File: src/rtl/dds_phase_mac_pipe.sv
// dds_phase_mac_pipe: 4-stage pipelined DDS phase MAC with a global-stall valid/ready handshake.
// Define DDS_PHASE_MAC_NEGTIME_EN to enable the negative-time flag and saturating error counter.
`timescale 1ns/1ps
module dds_phase_mac_pipe #(
    parameter int PHASE_W = 48,
    parameter int TIME_W  = 48,
    parameter int POFS_W  = 14,
    parameter int LIMB_W  = 16
) (
    input  logic               clk,
    input  logic               resetn,
    input  logic               cfg_load,
    input  logic [TIME_W-1:0]  cfg_time_offset,
    input  logic               s_valid,
    output logic               s_ready,
    input  logic [TIME_W-1:0]  s_timestamp,
    input  logic [PHASE_W-1:0] s_freq,
    input  logic [POFS_W-1:0]  s_phase_ofs,
    input  logic [PHASE_W-1:0] s_acc_phase,
    output logic               m_valid,
    input  logic               m_ready,
    output logic [PHASE_W-1:0] m_phase,
    output logic               m_neg_time,
    output logic [15:0]        err_cnt
);
    localparam int NL = PHASE_W / LIMB_W;

    logic                w_adv;
    logic                w_acc;
    logic [TIME_W-1:0]   w_diff;
    logic [PHASE_W-1:0]  w_el;
    logic [PHASE_W-1:0]  w_po;
    logic [PHASE_W-1:0]  w_sum;
    logic [TIME_W-1:0]   r_toff;
    logic                r_v0, r_v1, r_v2, r_v3;
    logic [PHASE_W-1:0]  r_el0, r_f0, r_po0, r_acc0;
    logic [PHASE_W-1:0]  r_po1, r_acc1;
    logic [PHASE_W-1:0]  r_sum2, r_acc2;
    logic [PHASE_W-1:0]  r_ph3;
    logic [2*LIMB_W-1:0] r_pp [NL][NL];

    assign w_adv   = ~r_v3 | m_ready;
    assign s_ready = w_adv & resetn;
    assign w_acc   = s_valid & s_ready;
    assign w_diff  = s_timestamp - r_toff;
    assign w_po    = {s_phase_ofs, {(PHASE_W-POFS_W){1'b0}}};
    assign m_valid = r_v3;
    assign m_phase = r_ph3;

    generate
        if (TIME_W >= PHASE_W) begin : g_trunc
            assign w_el = w_diff[PHASE_W-1:0];
        end else begin : g_zext
            assign w_el = {{(PHASE_W-TIME_W){1'b0}}, w_diff};
        end
    endgenerate

    // The offset load is independent of the pipeline stall.
    always_ff @(posedge clk or negedge resetn) begin
        if (!resetn) begin
            r_toff <= '0;
        end else if (cfg_load) begin
            r_toff <= cfg_time_offset;
        end
    end

    always_ff @(posedge clk or negedge resetn) begin
        if (!resetn) begin
            r_v0   <= 1'b0;
            r_el0  <= '0;
            r_f0   <= '0;
            r_po0  <= '0;
            r_acc0 <= '0;
        end else if (w_adv) begin
            r_v0   <= s_valid;
            r_el0  <= w_el;
            r_f0   <= s_freq;
            r_po0  <= w_po;
            r_acc0 <= s_acc_phase;
        end
    end

    // Only limb pairs landing below PHASE_W are ever multiplied; the rest stay zero.
    always_ff @(posedge clk or negedge resetn) begin
        if (!resetn) begin
            r_v1   <= 1'b0;
            r_po1  <= '0;
            r_acc1 <= '0;
            for (int i = 0; i < NL; i++)
                for (int j = 0; j < NL; j++)
                    r_pp[i][j] <= '0;
        end else if (w_adv) begin
            r_v1   <= r_v0;
            r_po1  <= r_po0;
            r_acc1 <= r_acc0;
            for (int i = 0; i < NL; i++)
                for (int j = 0; j < NL; j++)
                    r_pp[i][j] <= (i + j < NL)
                        ? {{LIMB_W{1'b0}}, r_el0[i*LIMB_W +: LIMB_W]} * {{LIMB_W{1'b0}}, r_f0[j*LIMB_W +: LIMB_W]}
                        : '0;
        end
    end

    always_comb begin
        w_sum = r_po1;
        for (int i = 0; i < NL; i++)
            for (int j = 0; j < NL; j++)
                if (i + j < NL)
                    w_sum = w_sum + PHASE_W'({{PHASE_W{1'b0}}, r_pp[i][j]} << (LIMB_W * (i + j)));
    end

    always_ff @(posedge clk or negedge resetn) begin
        if (!resetn) begin
            r_v2   <= 1'b0;
            r_sum2 <= '0;
            r_acc2 <= '0;
            r_v3   <= 1'b0;
            r_ph3  <= '0;
        end else if (w_adv) begin
            r_v2   <= r_v1;
            r_sum2 <= w_sum;
            r_acc2 <= r_acc1;
            r_v3   <= r_v2;
            r_ph3  <= r_sum2 + r_acc2;
        end
    end

`ifdef DDS_PHASE_MAC_NEGTIME_EN
    logic        w_neg;
    logic        r_neg0, r_neg1, r_neg2, r_neg3;
    logic [15:0] r_err;

    assign w_neg = s_timestamp < r_toff;

    always_ff @(posedge clk or negedge resetn) begin
        if (!resetn) begin
            r_neg0 <= 1'b0;
            r_neg1 <= 1'b0;
            r_neg2 <= 1'b0;
            r_neg3 <= 1'b0;
            r_err  <= '0;
        end else begin
            if (w_adv) begin
                r_neg0 <= w_neg;
                r_neg1 <= r_neg0;
                r_neg2 <= r_neg1;
                r_neg3 <= r_neg2;
            end
            if (cfg_load)
                r_err <= {15'd0, w_acc & w_neg};
            else if (w_acc && w_neg && r_err != 16'hFFFF)
                r_err <= r_err + 16'd1;
        end
    end

    assign m_neg_time = r_neg3;
    assign err_cnt    = r_err;
`else
    assign m_neg_time = 1'b0;
    assign err_cnt    = '0;
`endif
endmodule

File: config.mk
export PLATFORM = sky130hd
export DESIGN_NAME = dds_phase_mac_pipe
export DESIGN_NICKNAME = d
export VERILOG_FILES = /design/src/rtl/dds_phase_mac_pipe.sv
export SDC_FILE = /design/constraint.sdc
export NUM_CORES = 2
export LEC_CHECK = 0
export CORE_ASPECT_RATIO = 1.25
export CORE_MARGIN = 3
export CORE_UTILIZATION = 50
export CTS_BUF_LIST = sky130_fd_sc_hd__clkbuf_4 sky130_fd_sc_hd__clkbuf_8
export DETAILED_ROUTE_END_ITERATION = 8
export PLACE_DENSITY = 0.74
export SYNTH_ARGS = -nofsm -noshare
export SYNTH_HDL_FRONTEND = slang
export SYNTH_SLANG_ARGS = --single-unit
File: constraint.sdc
create_clock -name clk -period 18.3 [get_ports clk]
set_input_delay 3.66 -clock clk [delete_from_list [all_inputs] [get_ports clk]]
set_output_delay 3.66 -clock clk [all_outputs]
set_load 0.01 [all_outputs]
==> flow_summary.ini <==
[status]
outcome = finished, final reports clean

[worst_setup_path]
start_kind = input port
reg2reg_slack_ns = 11.05
cp_max_fo = 33
rr_worst_depth = 19
r2r-end = r_pp[287]
endpoint_kind = primary output
crit_required_ns = 14.64
r2r-start = r_el0[9]
cp-endpoint = s_ready
crit_start = m_ready
path_class = in2out
crit_arrival_ns = 5.34

[sta]
setup_viol = 0
hold_viol = 0
tightest_slew_ns = 1.21
finalCriticalPeriod_ns = 9.00
fmax_mhz = 111
rsz0062_at_grt = false
slew_violations = 0
fin_crit_sh_pct = 49.2
final.setup.tns_ns = 0
relSlewSlack_pct = 17.5
fin_skew_ns = 0.0671

[synth]
yosys-top-cells-area = fa_1, dfrtp_1, ha_1
synth_warnings = 0
yosys.area.top_type = fa_1
synth_top_area_share_pct = 27.1
ys.flop_type = dfrtp_1
synth_edf_count = 0
seq_area_frac_synth_pct = 21.1
syn_area_sq_um = 66400
synth_cells = 7644
synth-seq-cells = 560
yosysMostFrequentCell = nand2_1
async_reset_ff_share_pct = 100
synth.distinct_cells = 87
synth_commonest_cells = nand2_1, inv_1, fa_1
avgSynthCellArea_sq_um = 8.69

[clocking]
clock_latency_ns = 0.85
cts_tree = yes
hold_buffers = 0
cts_setup_buffers = 0
cts_sinks = 560
cts_buffers = 97
clockRootBuffer = clkbuf_8
htreeDepth = 3
clkTransAtPathRegs_ns = 0.07
clock_path_buffers = 3
cts_resized = 0

[placed_design]
io_buffers = 260
place.gp.congestion = 0.915
dpl.hpwl_um = 134000

[hold_path]
hp-class = reg2reg

[floorplan]
die_area_sq_um = 137000
coreArea_sq_um = 131000
initial_utilization_pct = 50.6
fp.dieW_um = 332
num_rows = 148
pin_count = 278
die_h_um = 413

[flow_run]
drv_cap = 0

[global_routing]
overflow = 0
met2_usage_pct = 46.1
grt_max_degree = 189
antenna_found_initial = 5
busiest_layer = met2
grtUsageTotal_pct = 26.1
grt_pass1_vias = 54001
grt_first_pass_wirelength_um = 285000
grt_use_met1_pct = 31.9
use_met3_pct = 3.32

[final_layout]
fin_nets = 9411
drive_gt1_share_pct = 3.81
area.growth.synth_to_final_pct = 9.31

[routing]
viasPerCell = 5.44
drc_errors = 0
firstDrtPassIters = 5
vias = 51625
antenna_left = 0
drt_iter0_drc = 3484
wl_per_cell_um = 18.6
wirelength_um = 177000
## layout by cell type, fill, tap and decap left out, drive strengths merged, types with 20 or more instances in the layout
| cell | synthesis | routed |
|---|---|---|
| xnor2 | 199 | 199 |
| o21ai | 244 | 244 |
| nand3 | 48 | 48 |
| a31oi | 26 | 26 |
| nor2 | 222 | 222 |
| nor3 | 50 | 50 |
| o21bai | 46 | 46 |
| nand4 | 20 | 20 |
| xor2 | 100 | 100 |
| buf | 28 | 72 |
| nand2b | 26 | 26 |
| and2 | 528 | 528 |
| o31ai | 23 | 23 |
| nand2 | 1733 | 1733 |
| a211oi | 21 | 21 |
| clkbuf | 372 | 152 |
| dfrtp | 560 | 560 |
| o211ai | 25 | 25 |
| fa | 898 | 898 |
| a21oi | 303 | 303 |
| a21o | 93 | 93 |
| clkdlybuf4s50 | 0 | 258 |
| ha | 613 | 613 |
| o21a | 41 | 41 |
| inv | 1217 | 1219 |
| and3 | 24 | 24 |
| or3 | 22 | 22 |
## worst min-delay path by stage
stage          startpoint  slack (ns)  cells past startpoint    endpoint
2_1_floorplan        r_v2        0.43                      2        r_v2
3_5_place_dp         r_v2        0.45                      2        r_v2
5_1_grt        r_acc1[20]        0.47                      2  r_acc2[20]
4_1_cts        r_acc1[20]        0.46                      2  r_acc2[20]
3_3_place_gp         r_v2        0.44                      2        r_v2
6_report       r_acc1[20]        0.45                      2  r_acc2[20]
## final cells by class
type                       instances  area, sq um
fill                           11839        58500
multi-input combinational       5483        46300
sequential                       560        14000
inverter                        1217         4570
timing repair buffer             330         3150
tap                             1725         2160
clock buffer                     152         1970
clock inverter                    28          392
antenna                            2         5.00
## metrics by stage
step | utilization [%] | worst slack, ns | cell area [sq um] | hold WS, ns | std cells
6_report | 55.4 | 9.30 | 72600 | 0.454 | 9497
5_1_grt | 55.4 | 9.20 | 72600 | 0.473 | 9496
3_5_place_dp | 53.6 | 9.29 | 70200 | 0.452 | 9315
3_3_place_gp | 53.6 | 9.30 | 70200 | 0.444 | 9315
2_1_floorplan | - | 9.98 | 66500 | 0.430 | 7660
4_1_cts | 55.4 | 9.28 | 72600 | 0.457 | 9495
## kinds of logic after synthesis
kind of cell	Yosys count	share of synthesized area [%]
adders and majority gates	1511	38.6
other	1	0.00565
and+or+nand+nor	2727	18.2
xor gates and xnor gates	299	3.94
buffers and inverters	1617	9.24
AOI/OAI and AO/OA	921	8.70
DFF	560	21.1
muxes	8	0.130
## worst max-delay path: stages
cell             delay (ns)
clkdlybuf4s50_1        0.52
nand2b_4               0.38
and2_1                 0.19
clkdlybuf4s50_1        0.54
## layer usage
metal  vias to the layer above  wire length (um)
li1                      23618                 -
met1                     25779             68400
met2                      1779             88200
met3                       447             11200
met4                         2              8690
met5                         -                13
## state kept, by name (all words and copies together) (netlist names)
signal / cells
r_pp: 144
m_phase: 48
r_acc0: 48
r_acc1: 48
r_acc2: 48
r_el0: 48
r_f0: 48
r_sum2: 48
r_toff: 48
r_po0: 14
r_po1: 14
m_valid: 1
r_v0: 1
r_v1: 1
r_v2: 1
Power is not shown: default switching activity piles up to over one toggle a cycle in this logic, so the estimate is an artifact.
